`config.mk`:
```
export PLATFORM = sky130hd
export DESIGN_NAME = addrc_slice_server
export DESIGN_NICKNAME = d
export VERILOG_FILES = /design/src/rtl/addrc_pkg.sv /design/src/rtl/addrc_slice_server_slice_bank.sv /design/src/rtl/addrc_slice_server.sv
export SDC_FILE = /design/constraint.sdc
export NUM_CORES = 2
export LEC_CHECK = 0
export CAP_MARGIN = 20
export CORE_AREA = 2 2 440 442
export CTS_BUF_LIST = sky130_fd_sc_hd__clkbuf_4 sky130_fd_sc_hd__clkbuf_8
export DETAILED_ROUTE_END_ITERATION = 16
export DIE_AREA = 0 0 442 444
export DONT_BUFFER_PORTS = 1
export MAX_ROUTING_LAYER = met4
export PLACE_DENSITY_LB_ADDON = 0.05
export SYNTH_ARGS = -nofsm -noshare
export SYNTH_HDL_FRONTEND = slang
export SYNTH_SLANG_ARGS = --single-unit
```
`constraint.sdc`:
```
create_clock -name clk -period 6.33 [get_ports clk]
set_clock_uncertainty 0.2 [all_clocks]
set_input_delay 0.9495 -clock clk [delete_from_list [all_inputs] [get_ports clk]]
set_output_delay 0.9495 -clock clk [all_outputs]
set_load 0.01 [all_outputs]
```
`src/rtl/addrc_pkg.sv`:
```
// Shared constants and state encoding for the addRC slice server.
package addrc_pkg;
  localparam int W     = 25;
  localparam int DEPTH = 64;
  localparam int AW    = 6;

  typedef enum logic [1:0] {
    S_LOAD   = 2'd0,
    S_RUN    = 2'd1,
    S_DRAIN  = 2'd2,
    S_UNLOAD = 2'd3
  } state_t;

  function automatic logic [AW-1:0] ptr_inc(input logic [AW-1:0] p);
    return p + AW'(1);
  endfunction
endpackage

```
`src/rtl/addrc_slice_server_slice_bank.sv`:
```
// One slice line store: synchronous write, combinational read, contents never reset.
module slice_bank
  import addrc_pkg::*;
#(
  parameter int BW     = W,
  parameter int BDEPTH = DEPTH,
  parameter int BAW    = AW
) (
  input  logic           clk,
  input  logic           we_i,
  input  logic [BAW-1:0] waddr_i,
  input  logic [BW-1:0]  wdata_i,
  input  logic [BAW-1:0] raddr_i,
  output logic [BW-1:0]  rdata_o
);
  logic [BW-1:0] mem_q [BDEPTH];

  always_ff @(posedge clk) begin
    if (we_i) mem_q[waddr_i] <= wdata_i;
  end

  assign rdata_o = mem_q[raddr_i];
endmodule

```
`src/rtl/addrc_slice_server.sv`:
```
// Memory-side partner of the addRC round engine: load, run, drain, unload.
// Optional macro ADDRC_SRV_CHECK_EN adds a sticky err[1:0] (overrun, short run).
module addrc_slice_server
  import addrc_pkg::*;
(
  input  logic          clk,
  input  logic          rst,
  input  logic          load_valid,
  output logic          load_ready,
  input  logic [W-1:0]  load_data,
  output logic          addrc_en,
  input  logic          donee,
  input  logic [AW-1:0] cnt_value,
  output logic [W-1:0]  line_in,
  input  logic          write_enable,
  input  logic [W-1:0]  write_value,
  output logic          out_valid,
  input  logic          out_ready,
  output logic [W-1:0]  out_data,
  output logic          busy
`ifdef ADDRC_SRV_CHECK_EN
  ,
  output logic [1:0]    err
`endif
);
  state_t        state_q, state_d;
  logic [AW-1:0] ld_ptr_q, ld_ptr_d;
  logic [AW-1:0] wr_ptr_q, wr_ptr_d;
  logic [AW-1:0] rd_ptr_q, rd_ptr_d;
  logic          donee_q;
  logic          addrc_en_q, addrc_en_d;
  logic          out_valid_q, out_valid_d;
  logic [W-1:0]  out_data_q, out_data_d;

  logic          load_fire, donee_rise, cap_we, unload_fire;
  logic [AW-1:0] out_raddr;
  logic [W-1:0]  out_rdata;

  assign load_ready  = (state_q == S_LOAD);
  assign busy        = (state_q != S_LOAD);
  assign load_fire   = load_valid & load_ready;
  assign donee_rise  = donee & ~donee_q;
  assign cap_we      = write_enable & (state_q == S_RUN);
  assign unload_fire = out_ready & out_valid_q;
  assign out_raddr   = (state_q == S_DRAIN) ? '0 : rd_ptr_q;

  slice_bank u_in_bank (
    .clk     (clk),
    .we_i    (load_fire),
    .waddr_i (ld_ptr_q),
    .wdata_i (load_data),
    .raddr_i (cnt_value),
    .rdata_o (line_in)
  );

  slice_bank u_out_bank (
    .clk     (clk),
    .we_i    (cap_we),
    .waddr_i (wr_ptr_q),
    .wdata_i (write_value),
    .raddr_i (out_raddr),
    .rdata_o (out_rdata)
  );

  always_comb begin
    state_d     = state_q;
    ld_ptr_d    = ld_ptr_q;
    wr_ptr_d    = wr_ptr_q;
    rd_ptr_d    = rd_ptr_q;
    addrc_en_d  = addrc_en_q;
    out_valid_d = out_valid_q;
    out_data_d  = out_data_q;
    case (state_q)
      S_LOAD: begin
        if (load_fire) begin
          ld_ptr_d = ptr_inc(ld_ptr_q);
          if (ld_ptr_q == AW'(DEPTH - 1)) begin
            state_d    = S_RUN;
            addrc_en_d = 1'b1;
          end
        end
      end
      S_RUN: begin
        if (cap_we) wr_ptr_d = ptr_inc(wr_ptr_q);
        if (donee_rise) begin
          addrc_en_d = 1'b0;
          state_d    = S_DRAIN;
        end
      end
      S_DRAIN: begin
        out_data_d  = out_rdata;
        rd_ptr_d    = AW'(1);
        out_valid_d = 1'b1;
        state_d     = S_UNLOAD;
      end
      S_UNLOAD: begin
        // rd_ptr has wrapped back to 0 exactly while line 63 is on display
        if (unload_fire) begin
          if (rd_ptr_q == '0) begin
            out_valid_d = 1'b0;
            wr_ptr_d    = '0;
            state_d     = S_LOAD;
          end else begin
            out_data_d = out_rdata;
            rd_ptr_d   = ptr_inc(rd_ptr_q);
          end
        end
      end
      default: state_d = S_LOAD;
    endcase
  end

  always_ff @(posedge clk or posedge rst) begin
    if (rst) begin
      state_q     <= S_LOAD;
      ld_ptr_q    <= '0;
      wr_ptr_q    <= '0;
      rd_ptr_q    <= '0;
      donee_q     <= 1'b0;
      addrc_en_q  <= 1'b0;
      out_valid_q <= 1'b0;
      out_data_q  <= '0;
    end else begin
      state_q     <= state_d;
      ld_ptr_q    <= ld_ptr_d;
      wr_ptr_q    <= wr_ptr_d;
      rd_ptr_q    <= rd_ptr_d;
      donee_q     <= donee;
      addrc_en_q  <= addrc_en_d;
      out_valid_q <= out_valid_d;
      out_data_q  <= out_data_d;
    end
  end

  assign addrc_en  = addrc_en_q;
  assign out_valid = out_valid_q;
  assign out_data  = out_data_q;

`ifdef ADDRC_SRV_CHECK_EN
  localparam logic [AW:0] FULL = (AW + 1)'(DEPTH);

  logic [AW:0] wr_cnt_q, wr_cnt_d;
  logic [AW:0] captured;
  logic [1:0]  err_q, err_d;

  // Saturating count of captures this run; the donee-cycle write counts too
  assign captured = wr_cnt_q + {{AW{1'b0}}, cap_we};

  always_comb begin
    wr_cnt_d = wr_cnt_q;
    err_d    = err_q;
    if (state_q == S_LOAD) wr_cnt_d = '0;
    if (cap_we) begin
      if (wr_cnt_q == FULL) err_d[0] = 1'b1;
      else                  wr_cnt_d = wr_cnt_q + (AW + 1)'(1);
    end
    if ((state_q == S_RUN) && donee_rise && (captured < FULL)) err_d[1] = 1'b1;
  end

  always_ff @(posedge clk or posedge rst) begin
    if (rst) begin
      wr_cnt_q <= '0;
      err_q    <= '0;
    end else begin
      wr_cnt_q <= wr_cnt_d;
      err_q    <= err_d;
    end
  end

  assign err = err_q;
`endif
endmodule

```
==> results.sh <==
export IMPL_routabilityCongestion=0.928
export IMPL_fin_crit_sh=0.978
export IMPL_antenna_found_initial=7
export IMPL_tritoncts="done"
export IMPL_die_w_microns=442
export IMPL_place_ws_ns=1.90
export IMPL_postRouteAntennaNets=0
export IMPL_max_freq_mhz=162
export IMPL_portBuffers=0
export IMPL_start_util=0.657
export IMPL_required_ns=5.18
export IMPL_cts_htree_levels=6
export IMPL_clockBufferDepth=4
export IMPL_rsz0062_at_grt="no"
export IMPL_netlist_area_sq_um=126000
export IMPL_synth_fp_nets=6238
export IMPL_async_reset_ff_frac=0.0148
export IMPL_critPathMaxFanout=400
export IMPL_status="complete, but fails checks"
export IMPL_violations="slew limit"
export IMPL_clockPowerShare=0.345
export IMPL_grt_max_degree=401
export IMPL_wirelength_mm=328
export IMPL_dp_cells=8481
export IMPL_tightest_slew_ns=3.00
export IMPL_clock_latency_ns=1.09
export IMPL_drt_initial_drc_count=9128
export IMPL_die_y_microns=444
export IMPL_viasPerCell=6.93
export IMPL_fin_setup_tns_ns=0
export IMPL_final_hold_viol_count=0
export IMPL_seqPwrFrac=0.483
export IMPL_die_area_sq_um=196000
export IMPL_slew_headroom=-1.00
export IMPL_num_vias=65700
export IMPL_end_kind="output port"
export IMPL_ios=116
export IMPL_layout_commonest_cell="edfxtp_1"
export IMPL_cts_buffers=536
export IMPL_avgSynthCellArea_sq_um=20.4
export IMPL_cts_setup_buffers=0
export IMPL_synthFlopType="edfxtp_1"
export IMPL_crit_type="input port to output port"
export IMPL_core_sq_um=192000
export IMPL_wire_per_inst_microns=34.6
export IMPL_drc=0
export IMPL_synth_distinct_cells=59
export IMPL_dp_hpwl_mm=176
export IMPL_area_growth_syn_to_layout_pct=12.3
export IMPL_final_cell_area_sq_um=141000
export IMPL_cts_clk_slew_worst_paths_ns=0.06
export IMPL_fp_row_count=161
export IMPL_cts_root_buf="clkbuf_8"
export IMPL_grt_pass1_wl_mm=464
export IMPL_power_density_nw_per_um2=358
export IMPL_setup_viol=0
export IMPL_fin_ws_ns=0.142
export IMPL_ys_seq_area_frac=0.773
export IMPL_slew_violations=232
export IMPL_min_path_type="input port to flop"
export IMPL_synth_seq_cells=3248
export IMPL_drt_pass1_iter_count=6
export IMPL_grt_pass1_vias=64500
export IMPL_syn_inst=6168
export IMPL_switchingPower_w=0.0140
export IMPL_tritoncts_num_sinks=3248
export IMPL_layout_nets=6653
export IMPL_gr_total_overflow=0
export IMPL_p_leak_nw=45.1
export IMPL_grt_use_total=0.345
export IMPL_synth_edf_count=3200
export IMPL_final_cell_mix="3200 x edfxtp_1, 623 x mux4_2, 569 x clkbuf_8"
export IMPL_crit_arrival_ns=5.04
export IMPL_internal_power_w=0.0367
export IMPL_comb_power_share=0.172
export IMPL_switching_share=0.276
export IMPL_startpoint_type="input port"
export IMPL_layout_cells_non_filler=9473
export IMPL_cap_violations=0
export IMPL_worst_hold_slack_ns=0.0555
export IMPL_drive_above_1_share=0.281
export IMPL_layout_min_cycle_time_ns=6.19
export IMPL_peakVddDrop_mv=0.377
export IMPL_yosysWarningCount=0
export IMPL_dpl_cell_area_sq_um=130000
==> power groups by stage <==
| stage | registers (W) | clock network, W | logic [W] |
|---|---|---|---|
| finish | 0.0244 | 0.0175 | 0.00873 |
| global route | 0.0244 | 0.0186 | 0.00911 |
| CTS | 0.0244 | 0.0176 | 0.00856 |
| detailed placement | 0.0249 | 0 | 0.00806 |
| global placement | 0.0249 | 0 | 0.00794 |
| floorplan | 0.0246 | 0 | 0.00563 |
==> kinds of logic after synthesis <==
| family | count (synthesis) | share of synthesized area |
|---|---|---|
| flip-flops | 3248 | 0.773 |
| multiplexers | 945 | 0.138 |
| AO/OA/AOI/OAI | 937 | 0.0512 |
| AND/OR/NAND/NOR | 561 | 0.0206 |
| buffers and inverters | 456 | 0.0155 |
| XOR/XNOR | 13 | 0.000905 |
| adder cells (fa/ha/maj) | 8 | 0.000795 |
==> cell usage after synthesis, types with 3 or more instances <==
cell type / n / area, sq um
a211oi_1: 89 / 668
a21oi_1: 172 / 861
a221o_1: 26 / 260
a221oi_1: 122 / 1070
a22oi_1: 95 / 713
a2bb2oi_1: 48 / 420
and2_1: 50 / 313
and3_1: 3 / 18.8
buf_1: 37 / 139
buf_2: 114 / 571
buf_4: 15 / 113
buf_6: 6 / 67.6
clkbuf_1: 228 / 856
dfrtp_1: 48 / 1200
edfxtp_1: 3200 / 96100
ha_1: 8 / 100
inv_1: 54 / 203
mux2_2: 81 / 912
mux2i_1: 241 / 2410
mux4_2: 623 / 14000
nand2_1: 155 / 582
nand2b_1: 10 / 62.6
nand3_1: 41 / 205
nand3b_1: 10 / 75.1
nand4_1: 4 / 25.0
nor2_1: 210 / 788
nor2b_1: 27 / 169
nor3_1: 3 / 15.0
nor4_1: 3 / 18.8
o21ai_0: 219 / 1100
o21ai_1: 3 / 15.0
o221a_1: 3 / 33.8
o221a_2: 20 / 225
o221ai_1: 52 / 455
o22a_1: 23 / 201
o22ai_1: 52 / 325
o31ai_1: 3 / 22.5
or2_0: 10 / 62.6
or2_2: 20 / 125
or3b_2: 3 / 26.3
xnor2_1: 4 / 35.0
xor2_1: 9 / 78.8
==> worst max-delay path: stages <==
cell,delay [ns]
mux4_2,1.50
mux4_2,0.48
nor2b_1,0.17
a211oi_1,0.41
a21oi_1,0.15
==> path summary, 6_finish.rpt <==
| check | start | end | slack (ns) | depth (start not counted) |
|---|---|---|---|---|
| setup / recovery | cnt_value[0] | line_in[19] | 0.14 | 5 |
| hold / removal | write_value[18] | u_out_bank.mem_q[47][18] | 0.06 | 1 |
| setup reg to reg | state_q[0] | u_in_bank.mem_q[51][17] | 1.98 | 7 |
| hold reg to reg | ld_ptr_q[2] | ld_ptr_q[2] | 0.37 | 1 |
| max in group asynchronous | rst | rd_ptr_q[2] | 4.75 | 3 |
| min in group asynchronous | rst | ld_ptr_q[3] | 0.43 | 3 |
==> flip-flops by register name (all words and copies together) (netlist names) <==
signal and count:
out_data 25, u_in_bank.mem_q 1600, addrc_en 1, rd_ptr_q 6, donee_q 1, wr_ptr_q 6, out_valid 1, state_q 2
ld_ptr_q 6, u_out_bank.mem_q 1600
==> per-stage QoR <==
stage | util | total power (W)
final | 0.738 | 0.0507
after detailed placement | 0.677 | 0.0329
after CTS | 0.738 | 0.0506
after floorplan | - | 0.0302
after global routing | 0.738 | 0.0521
after global placement | 0.676 | 0.0328
==> area by class of cell <==
class / instances / area, sq um
inverter: 56 / 215
fill: 10800 / 50200
tap: 2526 / 3160
timing repair buffer: 277 / 3340
clock buffer: 766 / 9310
multi-input combinational: 2464 / 27400
sequential: 3248 / 97300
clock inverter: 129 / 674
antenna: 7 / 17.5
==> routing by layer <==
layer  vias to the layer above  share of wire  track usage
met5                         -              0            -
met4                         0          0.045        0.145
met3                       670           0.10       0.0678
met1                     34400           0.36        0.458
met2                      4054           0.49        0.534
li1                      26600              -            -
==> repair_timing <==
| item | in CTS | in global routing |
|---|---|---|
| hold endpoints to repair | 3260 | 0 |
| hold buffers | 89 | 0 |
| gates resized for setup | 0 | 0 |
| endpoints found under the setup margin | 0 | 0 |
Power figures use the tool's default switching activity.
